`config.mk`:
```
export PLATFORM = sky130hd
export DESIGN_NAME = center_collect_flat
export DESIGN_NICKNAME = d
export VERILOG_FILES = /design/src/rtl/center_collect_pkg.sv /design/src/rtl/center_collect_if.sv /design/src/rtl/center_collect_multi_write_fifo.sv /design/src/rtl/center_collect.sv /design/src/flat_wrapper.sv
export SDC_FILE = /design/constraint.sdc
export NUM_CORES = 1
export LEC_CHECK = 0
export BUFFER_PORTS_ARGS = -buffer_cell sky130_fd_sc_hd__buf_2
export CORE_MARGIN = 1.5
export CORE_UTILIZATION = 50
export DETAILED_ROUTE_END_ITERATION = 6
export GPL_TIMING_DRIVEN = 0
export HOLD_SLACK_MARGIN = 0.05
export PLACE_DENSITY = 0.69
export SLEW_MARGIN = 10
export SYNTH_ARGS = -nofsm -noshare
export SYNTH_HDL_FRONTEND = slang
export SYNTH_SLANG_ARGS = --single-unit
```
`constraint.sdc`:
```
create_clock -name CLK_i -period 4.47 [get_ports CLK_i]
set_input_delay 0.894 -clock CLK_i [delete_from_list [all_inputs] [get_ports CLK_i]]
set_output_delay 0.894 -clock CLK_i [all_outputs]
set_load 0.1 [all_outputs]
```
`src/rtl/center_collect_pkg.sv`:
```
// Shared constants, stage encoding and record type for the center collector.
package center_collect_pkg;

  localparam int N             = 4096;
  localparam int PARA          = 8;
  localparam int WIDTH         = 16;
  localparam int PARALLEL_SIZE = 2;
  localparam int DEPTH         = 8;
  localparam int CNT_W         = 16;

  localparam logic [WIDTH-1:0] SENTINEL_ID    = 16'd4096;
  localparam logic [2:0]       ASSIGN_STAGE   = 3'd6;
  localparam logic [2:0]       FINISHED_STAGE = 3'd7;

  typedef struct packed {
    logic [WIDTH-1:0] id;
    logic [WIDTH-1:0] dnorm;
  } center_rec_t;

  // A lane carries a real result unless its id is the "no center" sentinel.
  function automatic logic is_live(input logic [WIDTH-1:0] id);
    return (id != SENTINEL_ID);
  endfunction

endpackage

```
`src/rtl/center_collect_if.sv`:
```
// Result drain port: valid/ready handshake carrying one {id, dnorm} record.
interface center_collect_if;
  import center_collect_pkg::*;

  logic             out_valid_o;
  logic             out_ready_i;
  logic [WIDTH-1:0] out_id_o;
  logic [WIDTH-1:0] out_dnorm_o;

  modport master (output out_valid_o, output out_id_o, output out_dnorm_o, input out_ready_i);
  modport slave  (input out_valid_o, input out_id_o, input out_dnorm_o, output out_ready_i);
endinterface

```
`src/rtl/center_collect_multi_write_fifo.sv`:
```
// First-word-fall-through FIFO taking up to LANES pre-compacted records per
// cycle at consecutive tail slots and releasing one record per cycle.
module multi_write_fifo
  import center_collect_pkg::*;
#(
  parameter int FIFO_DEPTH = DEPTH,
  parameter int LANES      = PARALLEL_SIZE,
  localparam int AW        = $clog2(FIFO_DEPTH),
  localparam int CW        = AW + 1,
  localparam int NW_W      = $clog2(LANES + 1)
) (
  input  logic                    CLK_i,
  input  logic                    RST_ni,
  input  logic [NW_W-1:0]         wr_num,
  input  center_rec_t [LANES-1:0] wr_data,
  input  logic                    rd_en,
  output center_rec_t             head,
  output logic [CW-1:0]           count
);

  center_rec_t          mem_r [FIFO_DEPTH];
  logic        [AW-1:0] wr_ptr_r;
  logic        [AW-1:0] rd_ptr_r;
  logic        [CW-1:0] count_r;

  // Storage: write the first wr_num compacted records from the tail onward.
  always_ff @(posedge CLK_i or negedge RST_ni) begin
    if (!RST_ni) begin
      for (int i = 0; i < FIFO_DEPTH; i++) mem_r[i] <= '0;
    end else begin
      for (int i = 0; i < LANES; i++) begin
        if (NW_W'(i) < wr_num) mem_r[wr_ptr_r + AW'(i)] <= wr_data[i];
      end
    end
  end

  // Pointers wrap naturally; occupancy tracks writes minus the pop.
  always_ff @(posedge CLK_i or negedge RST_ni) begin
    if (!RST_ni) begin
      wr_ptr_r <= '0;
      rd_ptr_r <= '0;
      count_r  <= '0;
    end else begin
      wr_ptr_r <= wr_ptr_r + AW'(wr_num);
      rd_ptr_r <= rd_ptr_r + AW'(rd_en);
      count_r  <= count_r + CW'(wr_num) - CW'(rd_en);
    end
  end

  assign head  = mem_r[rd_ptr_r];
  assign count = count_r;

endmodule

```
`src/rtl/center_collect.sv`:
```
// Collects assigned-center results from stage 2, drops sentinel lanes,
// buffers survivors in lane order and drains them to the result writer.
module center_collect
  import center_collect_pkg::*;
(
  input  logic                           CLK_i,
  input  logic                           RST_ni,
  input  logic [2:0]                     stage_i,
  input  logic                           finished_i,
  input  logic [PARALLEL_SIZE*WIDTH-1:0] center_id_i,
  input  logic [PARALLEL_SIZE*WIDTH-1:0] dnorm_i,
  output logic                           stall_o,
  center_collect_if.master               out_if,
  output logic [CNT_W-1:0]               rec_count_o,
  output logic                           done_o
);

  localparam int AW   = $clog2(DEPTH);
  localparam int CW   = AW + 1;
  localparam int NW_W = $clog2(PARALLEL_SIZE + 1);
  localparam int LW   = (PARALLEL_SIZE > 1) ? $clog2(PARALLEL_SIZE) : 1;
  localparam int RW   = CNT_W + 1;

  logic                            cap_s;
  logic                            stall_s;
  logic                            valid_s;
  logic                            rd_s;
  logic [NW_W-1:0]                 nw_s;
  center_rec_t [PARALLEL_SIZE-1:0] wr_data_s;
  center_rec_t                     head_s;
  logic [CW-1:0]                   count_s;
  logic [RW-1:0]                   rec_sum_s;
  logic [CNT_W-1:0]                rec_r;
  logic                            fin_r;
  logic                            done_r;

  // Stall looks only at registered occupancy so it never depends on ready.
  assign stall_s = (CW'(DEPTH) - count_s) < CW'(PARALLEL_SIZE);
  assign cap_s   = (stage_i == ASSIGN_STAGE) && !stall_s;
  assign valid_s = (count_s != '0);
  assign rd_s    = valid_s && out_if.out_ready_i;

  // Lane filter and compaction: live lanes packed into slots 0.. in lane order.
  always_comb begin
    int slot;
    wr_data_s = '0;
    slot      = 0;
    for (int k = 0; k < PARALLEL_SIZE; k++) begin
      if (cap_s && is_live(center_id_i[k*WIDTH +: WIDTH])) begin
        wr_data_s[slot[LW-1:0]] = {center_id_i[k*WIDTH +: WIDTH], dnorm_i[k*WIDTH +: WIDTH]};
        slot = slot + 1;
      end else begin
        slot = slot;
      end
    end
    nw_s = NW_W'(slot);
  end

  multi_write_fifo #(
    .FIFO_DEPTH (DEPTH),
    .LANES      (PARALLEL_SIZE)
  ) u_fifo (
    .CLK_i   (CLK_i),
    .RST_ni  (RST_ni),
    .wr_num  (nw_s),
    .wr_data (wr_data_s),
    .rd_en   (rd_s),
    .head    (head_s),
    .count   (count_s)
  );

  assign rec_sum_s = {1'b0, rec_r} + RW'(nw_s);

  // Accepted-record counter, saturating at all-ones.
  always_ff @(posedge CLK_i or negedge RST_ni) begin
    if (!RST_ni) begin
      rec_r <= '0;
    end else if (rec_sum_s[CNT_W]) begin
      rec_r <= '1;
    end else begin
      rec_r <= rec_sum_s[CNT_W-1:0];
    end
  end

  // Finished latch and sticky done once the pipeline is over and we are empty.
  always_ff @(posedge CLK_i or negedge RST_ni) begin
    if (!RST_ni) begin
      fin_r  <= 1'b0;
      done_r <= 1'b0;
    end else begin
      fin_r  <= fin_r | finished_i;
      done_r <= done_r | ((fin_r | finished_i) && (count_s == '0) && (nw_s == '0));
    end
  end

  assign stall_o            = stall_s;
  assign out_if.out_valid_o = valid_s;
  assign out_if.out_id_o    = head_s.id;
  assign out_if.out_dnorm_o = head_s.dnorm;
  assign rec_count_o        = rec_r;
  assign done_o             = done_r;

endmodule

```
`src/flat_wrapper.sv`:
```
// flat-port wrapper written by rule: the top's interface ports become plain ports
module center_collect_flat import center_collect_pkg::*;
  (CLK_i, RST_ni, stage_i, finished_i, center_id_i, dnorm_i, stall_o, rec_count_o, done_o, out_if_out_valid_o, out_if_out_id_o, out_if_out_dnorm_o, out_if_out_ready_i);
  center_collect_if out_if_i ();
  input  logic CLK_i;
  input  logic RST_ni;
  input  logic [2:0] stage_i;
  input  logic finished_i;
  input  logic [PARALLEL_SIZE*WIDTH-1:0] center_id_i;
  input  logic [PARALLEL_SIZE*WIDTH-1:0] dnorm_i;
  output logic stall_o;
  output logic [CNT_W-1:0] rec_count_o;
  output logic done_o;
  output wire logic [$bits(out_if_i.out_valid_o)-1:0] out_if_out_valid_o;
  output wire logic [$bits(out_if_i.out_id_o)-1:0] out_if_out_id_o;
  output wire logic [$bits(out_if_i.out_dnorm_o)-1:0] out_if_out_dnorm_o;
  input wire logic [$bits(out_if_i.out_ready_i)-1:0] out_if_out_ready_i;
  assign out_if_out_valid_o = out_if_i.out_valid_o;
  assign out_if_out_id_o = out_if_i.out_id_o;
  assign out_if_out_dnorm_o = out_if_i.out_dnorm_o;
  assign out_if_i.out_ready_i = out_if_out_ready_i;
  center_collect u_core (.CLK_i(CLK_i), .RST_ni(RST_ni), .stage_i(stage_i), .finished_i(finished_i), .center_id_i(center_id_i), .dnorm_i(dnorm_i), .stall_o(stall_o), .out_if(out_if_i), .rec_count_o(rec_count_o), .done_o(done_o));
endmodule
```
==> impl_results.md, run 1 <==
* Vias/cell at 7.39
* Die X at 176 µm
* Die Ht at 176 µm
* Global route overflow at 0
* Syn Nets at 1371
* Status: finished with violations
* Leak at 7.69 nW
* FF-to-FF path depth at 14
* Clock Tree Root: clkbuf_16
* Worst reg-to-reg setup slack at 40 ps
* Min Tclk post-route at 4430 ps
* Distinct cell type count after synthesis at 49
* Startpoint types: register
* Crit path capture: u_core.u_fifo.mem_r[82]
* FMAX at 226 MHz
* DR pass1 iterations at 7
* Crit. Startpoint: u_core.u_fifo.count[1]
* Most common cell after layout, fill and taps aside: dfrtp_1
* CP Max Fanout at 11
* # IOs at 122
* WL per Instance at 28.9 µm
* Rel. slew slack at 0.324
* Seq/Total Area, Yosys at 0.478
* Tcrit/Tclk final at 0.991
* Post-route DRC at 1
* Critical Path RT at 4900 ps
* #FFs+latches synth at 284
* Setup-failing EPs final at 0
* Place WS at -332 ps
* Diode count at 0
* Avg Inst Size Synth at 11.6 µm²
* Most frequent cells in the layout: dfrtp_1, a21oi_1, a221oi_1
* Failing checks: design-rule violations
* RePlAce Congestion at 0.886
* Largest net degree at the start of global routing at 106
* Final worst setup slack at 39.5 ps
* Main synth FF type: dfrtp_1
* Critical Setup Path Class: register to register
* Initial DRC Count at 1777
* Sink Count at 284
* Hpwl dp at 34300 µm
* Gr usage total at 0.348
* Starting density of the core at 0.513
* CTS tree: done
* EDFF count, synth at 0
* Synth Cell Area at 14900 µm²
* Clock Path Buffers at 3
* Routed vias at 13670
* FF-to-FF End: u_core.u_fifo.mem_r[82]
* TritonCTS buffer count at 34
* Fin util at 0.591
* Worst vdd ir at 0.584 mV
* CTS clock-pin slew for the worst setup and hold paths at 60 ps
* First-pass GRT wire length at 80800 µm
* Antenna-violating nets left at 0
* Max-cap violations at 0
* Hold buffer count at cts at 0
* Initial antenna violation count at 0
* Tightest Hold Check Type: input pin to async pin
* Row cnt at 62
* RR Startpoint: u_core.u_fifo.count[1]
* Final clock skew at 13.0 ps
* Nets at 1530
* Power Density at 714 nW/µm²
* Max Slew Vio Count at 0
* Fill count at 2423
* H-tree levels at 2
* Port bufs at 121
* Gate Count Post-Synth at 1283
* Worst-skew pair later-pin latency at 520 ps
* Die area at 30800 µm²
* Critical Path AT at 4860 ps
* Asr flop ratio synth at 1.00
* RSZ-0062 raised after global routing: yes
* Vias in the first global route at 13760
* Yosys Warn Count at 0
* CP Capture Type: register
* Core area at 29000 µm²
* Layout cells sized above 1 at 0.259
* Actual slew at the worst max-slew pin at 1010 ps
* Final Hold Vio Count at 0
* Synth-to-Final Area Change at 15.2%
* Routed wire length at 53400 µm
-- layout make-up --
cell class,instances,area [µm²],share of cell area
clock inverter,8,43.8,0.00256
buffer,131,581,0.0339
clock buffer,51,1030,0.0600
inverter,32,120,0.00701
multi-input combinational,836,7110,0.415
tap,384,480,0.0280
sequential,284,7110,0.415
timing repair buffer,123,671,0.0391
-- critical path, stage by stage (launching register included) --
cell      delay [ps]
dfrtp_1          430
inv_1             80
ha_1             230
nor2_1            90
a311o_1          410
buf_6            180
nor3_4           400
buf_6            320
ha_1             290
nand2b_1          80
clkbuf_1         160
nor3_2           680
clkbuf_1         670
a221oi_1         130
a21oi_1          180
-- sequential cells by signal, indices dropped and copies added (netlist names) --
register,count
u_core.rec_count_o,16
u_core.done_o,1
u_core.u_fifo.wr_ptr_r,3
u_core.fin_r,1
u_core.u_fifo.rd_ptr_r,3
u_core.u_fifo.mem_r,256
u_core.u_fifo.count,4
-- routing by layer --
metal  vias up  GRT usage  wire length, µm
li1       5547          -                -
met1      6845      0.456            19800
met2      1056      0.523            24000
met3       222      0.106             6740
met4         0      0.179             2790
met5         -          0                0
-- cell usage after synthesis, types with 2 or more instances --
master / count / area share
dfrtp_1: 284 / 0.48
buf_1: 3 / 0.00076
o21ai_0: 3 / 0.0010
a21oi_2: 2 / 0.0012
inv_1: 32 / 0.0081
ha_1: 15 / 0.013
a41oi_1: 18 / 0.011
nand2_1: 40 / 0.010
nor4b_4: 2 / 0.0032
clkbuf_1: 84 / 0.021
nor3_1: 8 / 0.0027
mux2_2: 33 / 0.025
nor4_1: 3 / 0.0013
a31o_2: 17 / 0.010
or2_2: 2 / 0.00084
mux4_2: 64 / 0.097
nand4_1: 2 / 0.00084
and4_1: 3 / 0.0018
nand2b_1: 5 / 0.0021
xor2_1: 8 / 0.0047
buf_2: 36 / 0.012
buf_4: 5 / 0.0025
nand2_4: 8 / 0.0061
a21oi_1: 262 / 0.088
buf_6: 3 / 0.0023
and3_1: 2 / 0.00084
nand2_2: 10 / 0.0042
nor2b_1: 4 / 0.0017
a221oi_1: 256 / 0.15
fa_1: 2 / 0.0027
xnor2_1: 7 / 0.0041
nor4_4: 3 / 0.0043
nor2_1: 13 / 0.0033
a21o_1: 16 / 0.0081
nor3_2: 8 / 0.0054
nand3_1: 6 / 0.0020
a211oi_1: 2 / 0.0010
-- through the flow --
step / hold slack, ps / TNS [ps] / cell area, µm² / power [mW] / std cells
finish: 347 / 0 / 17100 / 12.2 / 1849
global placement: 436 / -843350 / 16000 / 9.31 / 1788
CTS: 376 / 0 / 17100 / 12.2 / 1849
floorplan: 423 / 0 / 14900 / 8.30 / 1283
detailed placement: 437 / -9900 / 16000 / 9.49 / 1790
global route: 411 / -13880 / 17100 / 12.8 / 1849
-- power breakdown --
part	switching, mW	internal (mW)	total [mW]
logic	3.45	1.98	5.42
clock network	1.10	1.59	2.69
registers	0.581	3.54	4.12
-- timing repair --
action | CTS | global route
setup endpoints to repair | 32 | 216
cloned | 0 | 0
gates resized for setup | 1 | 7
setup buffers | 0 | 0
pin swaps | 0 | 0
-- kinds of logic after synthesis --
| family | after synthesis | synth area share |
|---|---|---|
| buffers and inverters | 163 | 0.0469 |
| AND/OR/NAND/NOR | 125 | 0.0553 |
| XOR/XNOR | 15 | 0.00883 |
| multiplexers | 98 | 0.123 |
| flip-flops | 284 | 0.478 |
| AO/OA/AOI/OAI | 581 | 0.273 |
| adder cells (fa/ha/maj) | 17 | 0.0153 |
-- worst min path at each step --
stage	from	to	slack (ps)	depth (start not counted)
CTS	RST_ni	u_core.rec_count_o[6]	380	1
floorplan	u_core.fin_r	u_core.fin_r	420	1
global route	RST_ni	u_core.rec_count_o[6]	410	1
detailed placement	u_core.fin_r	u_core.fin_r	440	1
finish	RST_ni	u_core.rec_count_o[6]	350	1
global placement	u_core.fin_r	u_core.fin_r	440	1
Power figures use the tool's default switching activity.
==> run 2, diff against run 1 <==
--- a/config.mk
+++ b/config.mk
@@ -6,6 +6,7 @@
 export NUM_CORES = 1
 export LEC_CHECK = 0
 export BUFFER_PORTS_ARGS = -buffer_cell sky130_fd_sc_hd__buf_2
+export CORE_ASPECT_RATIO = 1.25
 export CORE_MARGIN = 1.5
 export CORE_UTILIZATION = 50
 export DETAILED_ROUTE_END_ITERATION = 6
==> run 2 against run 1 <==
The flow now finishes without violations. Flip-flop and latch count unchanged. Critical path depth decreased by 1. Utilization decreased by 0.31 points. Worst setup slack improved by 50 ps. Clock skew decreased by 2.6 ps.
==> impl_results.md, run 2 (synthesized netlist as in run 1, its figures left out) <==
* TritonCTS buffer count at 31 (-8.8%)
* Vias/cell at 7.36 (-0.46%)
* Fill count at 2487 (+2.6%)
* CP Max Fanout at 11 (unchanged)
* CTS clock-pin slew for the worst setup and hold paths at 60 ps (about the same)
* CP Capture Type: register
* Tightest Hold Check Type: input pin to async pin
* Routed wire length at 54400 µm (+1.8%)
* Largest net degree at the start of global routing at 102 (-3.8%)
* Die X at 157 µm (-10%)
* Gr usage total at 0.353 (+0.00556)
* Max-cap violations at 0 (unchanged)
* FF-to-FF End: u_core.u_fifo.mem_r[121]
* Clock Tree Root: clkbuf_16
* Rel. slew slack at 0.308 (-0.0158)
* Place WS at -316 ps (+15.9 ps)
* Hpwl dp at 35400 µm (+3.3%)
* DR pass1 iterations at 6 (-1)
* Actual slew at the worst max-slew pin at 1040 ps (+23.7 ps)
* Worst vdd ir at 0.451 mV (-23%)
* Row cnt at 70 (+13%)
* RR Startpoint: u_core.u_fifo.count[1]
* Antenna-violating nets left at 0 (unchanged)
* Setup-failing EPs final at 0 (unchanged)
* FMAX at 228 MHz (+1.2%)
* Layout cells sized above 1 at 0.264 (+0.00546)
* Global route overflow at 0 (unchanged)
* Tcrit/Tclk final at 0.980 (-0.0113)
* Final Hold Vio Count at 0 (unchanged)
* Critical Path RT at 4950 ps (+50 ps)
* RePlAce Congestion at 0.906 (+2.2%)
* Hold_ws at 238 ps (-109 ps)
* Worst-skew pair later-pin latency at 560 ps (+40 ps)
* Initial antenna violation count at 1 (+1)
* Sink Count at 284 (unchanged)
* CTS tree: done
* Max reg flops at 256 (unchanged)
* First-pass GRT wire length at 81800 µm (+1.2%)
* RSZ-0062 raised after global routing: yes
* Critical Path AT at 4860 ps (about the same)
* WL per Instance at 29.2 µm (+1.1%)
* Starting density of the core at 0.509 (-0.00421)
* FF-to-FF path depth at 13 (-1)
* Post-route DRC at 0 (-1)
* Port bufs at 121 (unchanged)
* Vias in the first global route at 13904 (+1.0%)
* Final worst setup slack at 90.0 ps (+50.5 ps)
* Max Slew Vio Count at 0 (unchanged)
* Nets at 1529 (-0.065%)
* Routed vias at 13703 (+0.24%)
* Power Density at 712 nW/µm² (-0.33%)
* H-tree levels at 1 (-1)
* Core area at 29300 µm² (+0.83%)
* Status: finished clean
* # IOs at 122 (unchanged)
* Die Ht at 196 µm (+12%)
* Most frequent cells in the layout: dfrtp_1, a21oi_1, a221oi_1
* Final clock skew at 10.4 ps (-2.60 ps)
* Worst reg-to-reg setup slack at 90 ps (+50 ps)
* Clock Path Buffers at 3 (unchanged)
* Most common cell after layout, fill and taps aside: dfrtp_1
* Initial DRC Count at 1858 (+4.6%)
* Overall power at 12.2 mW (about the same)
* Hold buffer count at cts at 0 (unchanged)
* Number of post-CTS setup repair buffers at 0 (unchanged)
* Largest register by flop count: u_core.u_fifo.mem_r
* Critical Setup Path Class: register to register
* Leak at 7.70 nW (about the same)
* Startpoint types: register
* Min Tclk post-route at 4380 ps (-50.5 ps)
* Synth-to-Final Area Change at 15.5%
* Die area at 30800 µm² (about the same)
[run 2: area by class of cell]
cell class | count | area (µm²) | area share
Clock buffer | 42 | 857 | 0.0499
Sequential cell | 284 | 7110 | 0.413
Antenna cell | 1 | 2.50 | 0.000146
Tap cell | 396 | 495 | 0.0288
Multi-Input combinational cell | 836 | 7140 | 0.415
Buffer | 131 | 583 | 0.0339
Timing Repair Buffer | 125 | 706 | 0.0411
Inverter | 32 | 120 | 0.00699
Clock inverter | 15 | 178 | 0.0103
[run 2: routing by layer]
metal / vias to the layer above / GRT usage / routed length [µm]
met5: - / 0 / 0
met4: 0 / 0.209 / 3120
met3: 219 / 0.0720 / 5550
met2: 1047 / 0.565 / 26200
met1: 6900 / 0.443 / 19500
li1: 5537 / - / -
[run 2: critical path, stage by stage, from the launching register on]
cell and delay (ps):
dfrtp_1 430, inv_1 80, ha_1 230, nor2_1 90
a311o_1 420, buf_6 190, nor3_4 410, buf_6 320
ha_1 280, nand2_1 170, nor3_2 760, clkbuf_1 590
a221oi_1 110, a21oi_1 180
[run 2: timing repair]
action                                 4_1_cts  5_1_grt
gates cloned                                 0        0
endpoints found under the hold margin        0        0
setup endpoints to repair                   32      195
resized for setup                            1       19
[run 2: power by group]
part | total [mW] | internal, mW | switching [mW]
Clock | 2.66 | 1.57 | 1.09
Combinational | 5.44 | 1.98 | 3.46
Sequential | 4.13 | 3.54 | 0.591
[run 2: worst max-delay path by stage]
stage	end	from	cells after the start
detailed placement	u_core.u_fifo.mem_r[230]	stage_i[1]	12
global route	u_core.u_fifo.mem_r[114]	u_core.u_fifo.count[1]	13
finish	u_core.u_fifo.mem_r[121]	u_core.u_fifo.count[1]	13
floorplan	u_core.rec_count_o[15]	stage_i[1]	13
CTS	u_core.u_fifo.mem_r[48]	u_core.u_fifo.count[1]	13
global placement	u_core.u_fifo.mem_r[16]	RST_ni	1
[run 2: through the flow]
step / cells / cell area (µm²) / setup TNS [ps] / util
floorplan: 1283 / 14900 / 0 / -
global placement: 1800 / 16000 / -856560 / 0.546
detailed placement: 1804 / 16100 / -11610 / 0.550
CTS: 1861 / 17100 / 0 / 0.586
global route: 1861 / 17200 / -6930 / 0.587
finish: 1862 / 17200 / 0 / 0.588
==> run 3, diff against run 2 <==
--- a/config.mk
+++ b/config.mk
@@ -8,11 +8,10 @@
 export BUFFER_PORTS_ARGS = -buffer_cell sky130_fd_sc_hd__buf_2
 export CORE_ASPECT_RATIO = 1.25
 export CORE_MARGIN = 1.5
-export CORE_UTILIZATION = 50
+export CORE_UTILIZATION = 35
 export DETAILED_ROUTE_END_ITERATION = 6
 export GPL_TIMING_DRIVEN = 0
-export HOLD_SLACK_MARGIN = 0.05
-export PLACE_DENSITY = 0.69
+export HOLD_SLACK_MARGIN = 0.03
 export SLEW_MARGIN = 10
 export SYNTH_ARGS = -nofsm -noshare
 export SYNTH_HDL_FRONTEND = slang
==> run 3 against run 2 <==
Global-route usage shrank 9.6 points. Power grew 1.1%. Clock power grew 5%. Sequential power is essentially flat. Critical endpoint is now u_core.u_fifo.mem_r[48]. Largest cell class unchanged.
==> impl_results.md, run 3 (synthesized netlist as in run 1, its figures left out) <==
* Worst-skew pair later-pin latency at 570 ps (about the same)
* Leak at 7.72 nW (+0.29%)
* Critical Path AT at 4910 ps (+50 ps)
* Setup-failing EPs final at 0 (unchanged)
* Max-cap violations at 0 (unchanged)
* Vias in the first global route at 13703 (-1.4%)
* Clock Tree Root: clkbuf_16
* Rel. slew slack at 0.300 (-0.00756)
* Synth-to-Final Area Change at 17.0%
* Non-filler cells, final at 2019 (+8.4%)
* Power Density at 710 nW/µm² (-0.22%)
* Clock Path Buffers at 3 (unchanged)
* Die area at 43800 µm² (+42%)
* Row cnt at 84 (+20%)
* GRT Max-Usage Layer: met2
* RePlAce Congestion at 0.864 (-4.6%)
* Layout cells sized above 1 at 0.263 (-0.00115)
* Global route overflow at 0 (unchanged)
* TritonCTS buffer count at 30 (-3.2%)
* H-tree levels at 1 (unchanged)
* Gr usage total at 0.257 (-0.0963)
* DR pass1 iterations at 6 (unchanged)
* Placed instance area at 16300 µm² (+1.1%)
* WL per Instance at 28.4 µm (-2.6%)
* Max reg flops at 256 (unchanged)
* Most common cell after layout, fill and taps aside: dfrtp_1
* Startpoint types: register
* Worst vdd ir at 0.323 mV (-28%)
* Diode count at 0 (-1)
* Die Ht at 234 µm (+19%)
* Hpwl dp at 37300 µm (+5.4%)
* CP Capture Type: register
* RSZ-0062 raised after global routing: yes
* Antenna-violating nets left at 0 (unchanged)
* CP Max Fanout at 11 (unchanged)
* RR Startpoint: u_core.u_fifo.count[1]
* Min Tclk post-route at 4430 ps (+52.8 ps)
* Initial antenna violation count at 0 (-1)
* FMAX at 226 MHz (-1.2%)
* Final Hold Vio Count at 0 (unchanged)
* Status: finished clean
* Critical Setup Path Class: register to register
* Sink Count at 284 (unchanged)
* Port bufs at 121 (unchanged)
* Core area at 42000 µm² (+44%)
* GR Util met1 at 0.303 (-0.140)
* Vias/cell at 6.64 (-9.8%)
* Routing usage on met3 at 0.0491 (-0.0229)
* Critical Path RT at 4950 ps (about the same)
* Placed cell count at 1965 (+8.9%)
* GRT met2 Usage at 0.432 (-0.133)
* Number of post-CTS setup repair buffers at 0 (unchanged)
* Routed vias at 13404 (-2.2%)
* CTS clock-pin slew for the worst setup and hold paths at 60 ps (about the same)
* Final clock skew at 10.9 ps (+0.483 ps)
* Tcrit/Tclk final at 0.992 (+0.0118)
* FF-to-FF path depth at 13 (unchanged)
* First-pass GRT wire length at 84900 µm (+3.9%)
* Post-route DRC at 0 (unchanged)
* Cell area after layout at 17400 µm² (+1.3%)
* Routed wire length at 57400 µm (+5.6%)
* Starting density of the core at 0.354 (-0.155)
* Largest net degree at the start of global routing at 108 (+5.9%)
* Hold_ws at 338 ps (+100 ps)
* Largest register by flop count: u_core.u_fifo.mem_r
* Nets at 1526 (-0.20%)
* Worst reg-to-reg setup slack at 40 ps (-50 ps)
* Most frequent cells in the layout: dfrtp_1, a21oi_1, a221oi_1
* Tightest Hold Check Type: input pin to async pin
* # IOs at 122 (unchanged)
* Initial DRC Count at 1546 (-17%)
* Die X at 187 µm (+19%)
* Max Slew Vio Count at 0 (unchanged)
* Fill count at 4032 (+62%)
* FF-to-FF End: u_core.u_fifo.mem_r[48]
* Actual slew at the worst max-slew pin at 1050 ps (+6.91 ps)
* CTS tree: done
* Sum Neg Setup Slack at 0 ps (unchanged)
run 3: cell types whose count changed in the layout (fill, tap and decap cells not counted), moves of 3 or more:
cell / before / now
clkinv_2: 10 / 3
clkbuf_2: 4 / 7
clkbuf_1: 86 / 83
clkbuf_8: 4 / 9
run 3: cell type report:
cell class                 instances  area, µm²  share of cell area
multi-input combinational        836       7140               0.410
sequential                       284       7110               0.408
clock buffer                      46        922              0.0530
tap                              559        699              0.0402
timing repair buffer             123        671              0.0385
buffer                           131        587              0.0337
clock inverter                     8        165             0.00949
inverter                          32        120             0.00690
run 3: through the flow:
step,worst slack [ps],power (mW),utilization
3_5_place_dp,-366,9.55,0.387
5_1_grt,-152,12.9,0.414
3_3_place_gp,-3040,9.39,0.385
2_1_floorplan,577,8.30,-
4_1_cts,-8.74,12.3,0.413
6_report,37.2,12.4,0.414
run 3: power by group:
part,internal [mW],switching (mW)
Sequential,3.54,0.572
Combinational,1.98,3.49
Clock,1.70,1.08
Total,7.22,5.14
run 3: worst max path at each step:
stage                                       from                      end  slack, ps  depth (start not counted)
final                     u_core.u_fifo.count[1]  u_core.u_fifo.mem_r[48]         40                         13
after global routing      u_core.u_fifo.count[1]  u_core.u_fifo.mem_r[54]       -150                         13
after CTS                 u_core.u_fifo.count[1]  u_core.u_fifo.mem_r[76]         -9                         14
after detailed placement          center_id_i[9]    u_core.rec_count_o[4]       -370                         15
after global placement                    RST_ni  u_core.u_fifo.mem_r[16]      -3040                          1
after floorplan                       stage_i[1]   u_core.rec_count_o[15]        580                         13
run 3: repair_timing:
item / 4_1_cts / 5_1_grt
endpoints found under the setup margin: 26 / 239
gates resized for setup: 4 / 17
pin swaps: 0 / 1
hold buffers: 0 / 0
run 3: critical path, cell delays in order (launching register included):
cell      delay [ps]
dfrtp_1          440
inv_1             80
ha_1             240
nor2_1            90
a311o_1          430
buf_6            190
nor3_4           350
buf_6            310
ha_1             320
nand2_1          190
nor2_1           770
clkbuf_1         600
a221oi_1         110
a21oi_1          170
run 3: per-layer routing:
metal  routed length [µm]  up-vias
met1                21200     6814
met5                    0        -
met3                 4940      234
met2                27600      837
li1                     -     5519
met4                 3730        0
